$ cat config.mk
export PLATFORM = sky130hd
export DESIGN_NAME = fetch_pc_unit
export DESIGN_NICKNAME = d
export VERILOG_FILES = /design/src/rtl/fetch_pc_unit.sv
export SDC_FILE = /design/constraint.sdc
export NUM_CORES = 1
export LEC_CHECK = 0
export CAP_MARGIN = 25
export CELL_PAD_IN_SITES_DETAIL_PLACEMENT = 0
export CELL_PAD_IN_SITES_GLOBAL_PLACEMENT = 2
export CORE_ASPECT_RATIO = 1.5
export CORE_MARGIN = 4
export CORE_UTILIZATION = 26
export DETAILED_ROUTE_END_ITERATION = 8
export PLACE_DENSITY_LB_ADDON = 0.1
export SETUP_SLACK_MARGIN = 0.4
export SYNTH_ARGS = -nofsm -noshare
export SYNTH_HDL_FRONTEND = slang
export SYNTH_SLANG_ARGS = --single-unit
$ cat constraint.sdc
create_clock -name clk -period 6.2 [get_ports clk]
set_input_delay 1.24 -clock clk [delete_from_list [all_inputs] [get_ports clk]]
set_output_delay 1.24 -clock clk [all_outputs]
set_load 0.005 [all_outputs]
$ cat src/rtl/fetch_pc_unit.sv
// -----------------------------------------------------------------------------
// fetch_pc_unit
//   IF-stage PC sequencer placed directly after the branch target buffer.
//   Owns the fetch PC and picks the next one with the priority
//   EX redirect > BTB prediction > PC+4. Keeps at most one instruction-memory
//   request outstanding and hands {pc, instr, prediction} to IF/ID.
//
// Ports
//   clk, reset          rising-edge clock, asynchronous active-high reset
//   imem_req_*          fetch request (valid/ready), address = current pc
//   imem_resp_*         one-cycle response strobe + instruction word
//   btb_lookup_*        BTB lookup strobe/pc; btb_hit/btb_target same cycle
//   redirect_*          EX redirect (highest priority, any state)
//   if_id_*             fetched instruction + prediction to IF/ID (valid/ready)
// -----------------------------------------------------------------------------
module fetch_pc_unit #(
    parameter int                XLEN     = 32,
    parameter logic [XLEN-1:0]   RESET_PC = 32'h0000_0000
) (
    input  logic                 clk,
    input  logic                 reset,
    output logic                 imem_req_valid,
    input  logic                 imem_req_ready,
    output logic [XLEN-1:0]      imem_req_addr,
    input  logic                 imem_resp_valid,
    input  logic [31:0]          imem_resp_data,
    output logic                 btb_lookup_enable,
    output logic [XLEN-1:0]      btb_lookup_pc,
    input  logic                 btb_hit,
    input  logic [XLEN-1:0]      btb_target,
    input  logic                 redirect_valid,
    input  logic [XLEN-1:0]      redirect_pc,
    output logic                 if_id_valid,
    input  logic                 if_id_ready,
    output logic [XLEN-1:0]      if_id_pc,
    output logic [31:0]          if_id_instr,
    output logic                 if_id_pred_taken,
    output logic [XLEN-1:0]      if_id_pred_target
);

    typedef enum logic [1:0] {
        ST_REQ   = 2'b00,
        ST_WAIT  = 2'b01,
        ST_HOLD  = 2'b10,
        ST_DRAIN = 2'b11
    } state_t;

    state_t            state_r;
    state_t            state_next_s;

    logic [XLEN-1:0]   pc_r;
    logic [XLEN-1:0]   req_pc_r;
    logic              req_taken_r;
    logic [XLEN-1:0]   req_target_r;

    logic              if_id_valid_r;
    logic [XLEN-1:0]   if_id_pc_r;
    logic [31:0]       if_id_instr_r;
    logic              if_id_pred_taken_r;
    logic [XLEN-1:0]   if_id_pred_target_r;

    logic [XLEN-1:0]   pc_plus4_s;
    logic [XLEN-1:0]   pred_target_s;
    logic [XLEN-1:0]   redirect_aligned_s;
    logic              req_fire_s;
    logic              resp_capture_s;

    // Next sequential PC wraps modulo 2^XLEN; BTB target is taken as-is.
    assign pc_plus4_s         = pc_r + {{(XLEN-3){1'b0}}, 3'd4};
    assign pred_target_s      = btb_hit ? btb_target : pc_plus4_s;
    // Redirect targets are forced word-aligned by masking the two low bits.
    assign redirect_aligned_s = redirect_pc & {{(XLEN-2){1'b1}}, 2'b00};

    // Request is only accepted in REQ and never in a redirect cycle.
    assign req_fire_s     = imem_req_valid & imem_req_ready;
    // A response is kept only when it is not killed by a same-cycle redirect.
    assign resp_capture_s = (state_r == ST_WAIT) & imem_resp_valid & ~redirect_valid;

    // Address outputs come straight from the pc register (no path from redirect).
    assign imem_req_addr     = pc_r;
    assign btb_lookup_pc     = pc_r;
    assign if_id_valid       = if_id_valid_r;
    assign if_id_pc          = if_id_pc_r;
    assign if_id_instr       = if_id_instr_r;
    assign if_id_pred_taken  = if_id_pred_taken_r;
    assign if_id_pred_target = if_id_pred_target_r;

    // FSM state register.
    always_ff @(posedge clk or posedge reset) begin
        if (reset) begin
            state_r <= ST_REQ;
        end else begin
            state_r <= state_next_s;
        end
    end

    // FSM next-state logic; redirect overrides every other transition.
    always_comb begin
        state_next_s = state_r;
        case (state_r)
            ST_REQ: begin
                if (req_fire_s) begin
                    state_next_s = ST_WAIT;
                end else begin
                    state_next_s = ST_REQ;
                end
            end
            ST_WAIT: begin
                if (redirect_valid) begin
                    state_next_s = imem_resp_valid ? ST_REQ : ST_DRAIN;
                end else if (imem_resp_valid) begin
                    state_next_s = ST_HOLD;
                end else begin
                    state_next_s = ST_WAIT;
                end
            end
            ST_HOLD: begin
                // if_id_valid is always 1 here, so ready alone completes the handshake.
                if (redirect_valid || if_id_ready) begin
                    state_next_s = ST_REQ;
                end else begin
                    state_next_s = ST_HOLD;
                end
            end
            ST_DRAIN: begin
                if (imem_resp_valid) begin
                    state_next_s = ST_REQ;
                end else begin
                    state_next_s = ST_DRAIN;
                end
            end
            default: begin
                state_next_s = ST_REQ;
            end
        endcase
    end

    // FSM outputs: request/lookup strobes; request is gated combinationally by redirect.
    always_comb begin
        imem_req_valid    = 1'b0;
        btb_lookup_enable = 1'b0;
        case (state_r)
            ST_REQ: begin
                btb_lookup_enable = 1'b1;
                if (redirect_valid) begin
                    imem_req_valid = 1'b0;
                end else begin
                    imem_req_valid = 1'b1;
                end
            end
            default: begin
                imem_req_valid    = 1'b0;
                btb_lookup_enable = 1'b0;
            end
        endcase
    end

    // Fetch PC and the prediction captured with the in-flight request.
    always_ff @(posedge clk or posedge reset) begin
        if (reset) begin
            pc_r         <= RESET_PC;
            req_pc_r     <= {XLEN{1'b0}};
            req_taken_r  <= 1'b0;
            req_target_r <= {XLEN{1'b0}};
        end else if (redirect_valid) begin
            pc_r <= redirect_aligned_s;
        end else if (req_fire_s) begin
            pc_r         <= pred_target_s;
            req_pc_r     <= pc_r;
            req_taken_r  <= btb_hit;
            req_target_r <= pred_target_s;
        end
    end

    // IF/ID output register: filled from a kept response, cleared on handshake or redirect.
    always_ff @(posedge clk or posedge reset) begin
        if (reset) begin
            if_id_valid_r       <= 1'b0;
            if_id_pc_r          <= {XLEN{1'b0}};
            if_id_instr_r       <= 32'h0000_0000;
            if_id_pred_taken_r  <= 1'b0;
            if_id_pred_target_r <= {XLEN{1'b0}};
        end else begin
            if (redirect_valid) begin
                if_id_valid_r <= 1'b0;
            end else if (resp_capture_s) begin
                if_id_valid_r <= 1'b1;
            end else if ((state_r == ST_HOLD) && if_id_ready) begin
                if_id_valid_r <= 1'b0;
            end
            if (resp_capture_s) begin
                if_id_pc_r          <= req_pc_r;
                if_id_instr_r       <= imem_resp_data;
                if_id_pred_taken_r  <= req_taken_r;
                if_id_pred_target_r <= req_target_r;
            end
        end
    end

endmodule

==> results of run 1 <==
-- worst max path at each step --
stage	endpoint	slack (ns)
2_1_floorplan	btb_lookup_pc[0]	2.41
3_5_place_dp	req_target_r[25]	2.44
4_1_cts	imem_req_valid	2.59
5_1_grt	imem_req_valid	2.51
6_report	imem_req_valid	2.62
3_3_place_gp	req_target_r[29]	2.43
-- kinds of logic after synthesis --
group | Yosys count
simple gates | 282
fa+ha+maj | 3
buf+inv | 92
compound gates | 93
mux | 106
flops | 197
xor+xnor | 17
-- cell type report --
type                       count  area share, %
tap                          420          4.331
sequential                   197          40.63
inverter                      11         0.3712
clock inverter                 9         0.5775
clock buffer                  22          3.908
multi-input combinational    501          27.68
timing repair buffer         274          22.50
-- cell usage in the layout, fill, tap and decap left out, types with 4 or more instances in the layout --
cell,synthesis,layout
nor3b_1,4,4
o311ai_1,5,5
a22oi_1,12,12
nor3_1,5,5
xor2_1,8,8
nand2_1,171,171
a31oi_1,4,4
nand4_1,8,8
nor2_1,12,12
xnor2_1,9,9
a21oi_1,13,13
mux2_2,101,101
o21ai_0,24,24
and4_1,5,5
or3_1,4,4
o211ai_1,12,12
o311ai_0,4,4
buf_4,33,7
dfrtp_1,197,197
nand3_1,25,25
a21o_1,6,6
inv_1,11,10
mux2i_1,5,5
clkdlybuf4s50_1,0,262
and3_1,12,12
clkbuf_16,0,17
nor4_1,8,8
nand2b_1,13,13
-- sequential cells by signal, indices dropped and copies added (netlist names) --
| register | flops |
|---|---|
| req_target_r | 32 |
| state_r | 2 |
| if_id_valid | 1 |
| req_pc_r | 32 |
| req_taken_r | 1 |
| if_id_pc | 32 |
| if_id_instr | 32 |
| if_id_pred_taken | 1 |
| if_id_pred_target | 32 |
| btb_lookup_pc | 32 |
-- metrics by stage --
step	power (mW)	instance area (µm²)	setup WS [ns]	std cells	utilization (%)
after detailed placement	4.159	11590	2.444	1403	34.75
after CTS	5.256	12130	2.587	1434	36.39
final	5.130	12130	2.624	1434	36.39
after global placement	4.135	11580	2.432	1402	34.74
after floorplan	3.033	8778	2.414	790	-
after global routing	5.517	12130	2.511	1434	36.39
-- metal layers --
layer | global-route usage, % | wire [µm] | vias to the layer above
li1 | - | - | 3133
met1 | 19.10 | 11880 | 3237
met2 | 26.07 | 14040 | 169
met3 | 3.777 | 1456 | 24
met4 | 4.321 | 465 | 0
met5 | 0 | 0 | -
-- critical path: stages --
cell	delay (ns)
buf_2	0.49
nor3_1	0.13
clkdlybuf4s50_1	0.47
-- report_power, final --
part	total (mW)	switching [mW]	internal, mW	leakage, nW
sequential	2.22	0.391	1.83	2.45
clock	1.06	0.512	0.549	0.267
combinational	1.85	0.683	1.16	2.56
==> summary.md, run 1 <==
| Metric | Value |
|---|---|
| P&R area growth vs syn | `38.27%` |
| Final HPWL DP | `19.31 mm` |
| Crit path from | `redirect_valid` |
| Netlist area before placement | `8775 µm²` |
| Clock Skews | `0.01230 ns` |
| Distinct cell type count after synthesis | `54` |
| Vias/cell | `4.577` |
| Top cell type's share of synthesized area | `56.18%` |
| H-tree depth | `4` |
| #FFs+latches synth | `197` |
| Fmax | `279.7 MHz` |
| Layout Nets | `1108` |
| Post-synthesis xor/xnor area fraction | `1.697%` |
| Hold Crit Depth | `2` |
| Largest family of logic cells by synthesized area | `simple AND/OR/NAND/NOR gates` |
| Clk slew on worst S/H paths | `0.06 ns` |
| CTS sink count | `197` |
| Die H | `233.0 µm` |
| Cts-stage hold buffer count | `0` |
| Tot GR Track Use | `15.27%` |
| Flop-to-flop setup slack | `3.58 ns` |
| Async set-reset flop share out of synthesis | `100.0%` |
| # DRC | `0` |
| Slew @ Worst Pin | `0.8748 ns` |
| Via count | `6563` |
| Post-synthesis cell count | `790` |
| Synth Area in Simple Gates | `15.26%` |
| Synth warn | `0` |
| DR pass1 iterations | `4` |
| Hold crit path type | `register to register` |
| Reg2reg end | `btb_lookup_pc[20]` |
| Critical Path Fanout Max | `27` |
| Final period utilization | `57.68%` |
| Clock period minus worst slack | `3.576 ns` |
| Main area contributors after synthesis | `dfrtp_1, mux2_2, nand2_1, buf_4, nand3_1` |
| Post-route ant nets | `0` |
| Seq/Total Area, Yosys | `56.18%` |
| Per-cell routed wire length | `19.41 µm` |
| # resized after CTS | `0` |
| Area of the multi-input gates | `3358 µm²` |
| Fraction of layout cells with a size suffix above 1 | `15.19%` |
| Adder-cell share of the synthesized area | `0.4278%` |
| Mux cell area share after synthesis | `13.53%` |
| Max-Cap Viols | `0` |
| Pwr Density | `422.8 nW/µm²` |
| Hold path start | `req_pc_r[21]` |
| Post-CTS setup buffer count | `0` |
| Global route overflow | `0` |
| Largest net degree at the start of global routing | `121` |
| Total wire length | `27.84 mm` |
| Initial antenna violation count | `0` |
| Vias in the first global route | `7003` |
| Critical setup path kind | `input port to primary output` |
| PortBufs | `264` |
| Most frequent cell after synthesis | `dfrtp_1` |
| Total CTS buffers | `17` |
| Ys flop type | `dfrtp_1` |
| Crit end category | `primary output` |
| Complex-gate fraction of the synthesized area | `7.286%` |
| Antenna fix cells | `0` |
| Global-route wire length before repair | `42.63 mm` |
| Mapped Avg Cell Area | `11.11 µm²` |
| Fin. Hold Viols | `0` |
| CTS root buf | `clkbuf_16` |
| First DRT Iteration DRCs | `215` |
| Worst-case reg-to-reg path depth | `6` |
| WHS | `0.4723 ns` |
| Max IR drop VDD | `0.0002533 V` |
| Clock Path Buffers | `2` |
| RSZ-0062 raised after global routing | `no` |
| TritonCTS clock tree | `done` |
| Fillers | `3346` |
| Required time worst endpoint | `4.96 ns` |
| Startpoint types | `input port` |
| Storage element area | `4930 µm²` |
| Setup TNS | `0 ns` |
| Rows | `82` |
| Die footprint | `36810 µm²` |
| Yosys top cell by area | `dfrtp_1` |
| Critical Path AT | `2.34 ns` |
| Worst r2r src | `btb_lookup_pc[2]` |
| Post-synth EDFFs | `0` |
| Outcome | `complete, no violations` |
| I/O pin count | `267` |
| Endpoint, Worst Hold | `req_pc_r[21]` |
| Syn_nets | `896` |
| Setup violators final | `0` |
| Leak pwr | `5.275 nW` |
| Chip Width | `158.0 µm` |
| GPL Wtd Cong | `0.7089` |
| Post-synth top cells | `dfrtp_1, nand2_1, mux2_2, buf_4, nand3_1` |
| Initial Util | `26.32%` |
| Worst-Skew Late Latency | `0.44 ns` |
| Core footprint | `33340 µm²` |
| Max_slew headroom | `41.68%` |
| Slew Limit Fails | `0` |
Note: power is estimated with default switching activity, not from simulation.
==> run 2: changes to the inputs <==
- clock period: 6.2 -> 2.94 ns (I/O delays scaled with it)
==> run 2 against run 1 <==
  * Critical path depth down 1
  * Utilization up 1.2 points
  * Count of clock-buffer cells in the layout down 1
  * Die area unchanged
  * Hold slack worse by 0.0030 ns
  * First-iteration DRC count up 7.9%
  * Clock skew about the same
  * Clock power up 130%
  * Global-route usage up 0.38 points
  * Routed wire length up 2.2%
  * Critical path type is now register to primary output
  * Largest cell class unchanged
  * Highest routed layer unchanged
==> summary.md, run 2 (synthesis gave the netlist of run 1 again) <==
| Metric | Value |
|---|---|
| Required time worst endpoint | `2.35 ns (was 4.96 ns)` |
| Setup TNS | `0 ns (unchanged)` |
| Max_slew headroom | `61.37% (was 41.68%)` |
| P&R area growth vs syn | `42.71% (was 38.27%)` |
| Hold crit path type | `register to register (unchanged)` |
| Critical Path Fanout Max | `10 (was 27)` |
| Global-route wire length before repair | `43.63 mm (was 42.63 mm)` |
| Dpl ws | `0.3692 ns (was 2.444 ns)` |
| Worst-case reg-to-reg path depth | `5 (was 6)` |
| Slew Limit Fails | `0 (unchanged)` |
| Die H | `233.0 µm (unchanged)` |
| Most frequent cells in the layout | `clkdlybuf4s50_1, dfrtp_1, nand2_1 (unchanged)` |
| I/O pin count | `267 (unchanged)` |
| Vias in the first global route | `7211 (was 7003)` |
| RSZ-0062 raised after global routing | `no (unchanged)` |
| Leak pwr | `5.486 nW (was 5.275 nW)` |
| Critical Path AT | `1.76 ns (was 2.34 ns)` |
| Fin. Hold Viols | `0 (unchanged)` |
| Pwr Density | `887.2 nW/µm² (was 422.8 nW/µm²)` |
| Core footprint | `33340 µm² (unchanged)` |
| Fraction of layout cells with a size suffix above 1 | `17.64% (was 15.19%)` |
| Per-cell routed wire length | `19.45 µm (was 19.41 µm)` |
| Vias/cell | `4.591 (was 4.577)` |
| Fillers | `3340 (was 3346)` |
| Hold path start | `req_target_r[22] (was req_pc_r[21])` |
| Chip Width | `158.0 µm (unchanged)` |
| Worst-Skew Late Latency | `0.45 ns (was 0.44 ns)` |
| H-tree depth | `4 (unchanged)` |
| PortBufs | `264 (unchanged)` |
| Outcome | `complete, no violations (unchanged)` |
| Worst r2r src | `btb_lookup_pc[10] (was btb_lookup_pc[2])` |
| Crit path from | `state_r[1] (was redirect_valid)` |
| Post-CTS setup buffer count | `0 (unchanged)` |
| Global route overflow | `0 (unchanged)` |
| Layout Nets | `1136 (was 1108)` |
| Reg2reg end | `btb_lookup_pc[26] (was btb_lookup_pc[20])` |
| Critical setup path kind | `register to primary output (was input port to primary output)` |
| Post-layout util | `37.55% (was 36.39%)` |
| DR pass1 iterations | `4 (unchanged)` |
| Clock period minus worst slack | `2.351 ns` |
| CTS root buf | `clkbuf_16 (unchanged)` |
| Antenna fix cells | `0 (unchanged)` |
| Total wire length | `28.46 mm (was 27.84 mm)` |
| CTS sink count | `197 (unchanged)` |
| Tot GR Track Use | `15.65% (was 15.27%)` |
| Startpoint types | `register (was input port)` |
| Final HPWL DP | `20.29 mm (was 19.31 mm)` |
| Via count | `6717 (was 6563)` |
| Setup violators final | `0 (unchanged)` |
| Die footprint | `36810 µm² (unchanged)` |
| Crit end category | `primary output (unchanged)` |
| Clock Skews | `0.01277 ns (was 0.01230 ns)` |
| Slew @ Worst Pin | `0.5782 ns (was 0.8748 ns)` |
| First DRT Iteration DRCs | `232 (was 215)` |
| Clk slew on worst S/H paths | `0.08 ns (was 0.06 ns)` |
| Clock Path Buffers | `2 (unchanged)` |
| # DRC | `0 (unchanged)` |
| Post-route ant nets | `0 (unchanged)` |
| Initial antenna violation count | `0 (unchanged)` |
| Worst setup margin | `0.5886 ns (was 2.624 ns)` |
| Area of the multi-input gates | `3367 µm² (was 3358 µm²)` |
| TritonCTS clock tree | `done (unchanged)` |
| Final period utilization | `79.98%` |
| WHS | `0.4693 ns (was 0.4723 ns)` |
| Flop-to-flop setup slack | `0.64 ns (was 3.58 ns)` |
| Initial Util | `26.32% (unchanged)` |
| Rows | `82 (unchanged)` |
| Storage element area | `4930 µm² (unchanged)` |
| Total CTS buffers | `17 (unchanged)` |
| Fmax | `425.3 MHz` |
| Max IR drop VDD | `0.0003949 V (was 0.0002533 V)` |
| Most common cell after layout, fill and taps aside | `clkdlybuf4s50_1 (unchanged)` |
| Cts-stage hold buffer count | `0 (unchanged)` |
| Endpoint, Worst Hold | `req_target_r[22] (was req_pc_r[21])` |
| Largest net degree at the start of global routing | `85 (was 121)` |
| Max-Cap Viols | `0 (unchanged)` |
| GPL Wtd Cong | `0.7031 (was 0.7089)` |
| Hold Crit Depth | `2 (unchanged)` |
run 2: changes by cell type in the layout (fill, tap and decap cells not counted), sizes merged:
| cell | previous run | this run |
|---|---|---|
| buf | 12 | 40 |
| bufinv | 0 | 1 |
| clkbuf | 22 | 21 |
| clkinv | 5 | 3 |
| clkinvlp | 2 | 3 |
| inv | 13 | 15 |
run 2: worst max-delay path, stage by stage (launching register included):
cell and delay (ns):
dfrtp_1 0.53, nor3_1 0.25, clkdlybuf4s50_1 0.54
run 2: cell type report:
type | count | area share [%]
repair buffers | 302 | 24.50
clock buffers | 21 | 3.757
multi-input cells | 501 | 26.89
flip-flops and latches | 197 | 39.37
clock inverters | 11 | 0.9293
inverters | 11 | 0.3597
well taps | 420 | 4.197
run 2: how the worst max path moves through the flow:
stage,to,depth (start not counted)
after CTS,imem_req_valid,2
after global routing,imem_req_valid,2
after global placement,btb_lookup_pc[17],6
after floorplan,btb_lookup_pc[0],1
after detailed placement,btb_lookup_pc[17],6
final,imem_req_valid,2
run 2: metrics by stage:
| stage | area (µm²) | std cells | power (mW) |
|---|---|---|---|
| floorplan | 8778 | 790 | 6.395 |
| global placement | 11930 | 1431 | 8.847 |
| detailed placement | 11930 | 1431 | 8.903 |
| CTS | 12510 | 1463 | 11.37 |
| global route | 12520 | 1463 | 11.94 |
| finish | 12520 | 1463 | 11.11 |
run 2: layer usage:
layer	part of all wire, %	global-route usage [%]	up-vias
li1	-	-	3185
met1	42	19.31	3328
met2	51	27.05	178
met3	4.8	3.703	26
met4	1.7	4.615	0
met5	0	0	-
run 2: timing repair:
item,CTS,global route
setup endpoints to repair,0,1
endpoints found under the hold margin,0,0
resized for setup,0,1
run 2: report_power, final:
part / leakage, nW / switching, mW / internal [mW]
Sequential: 2.45 / 0.751 / 3.86
Clock: 0.285 / 1.13 / 1.26
Combinational: 2.75 / 1.54 / 2.56
Total: 5.49 / 3.43 / 7.68
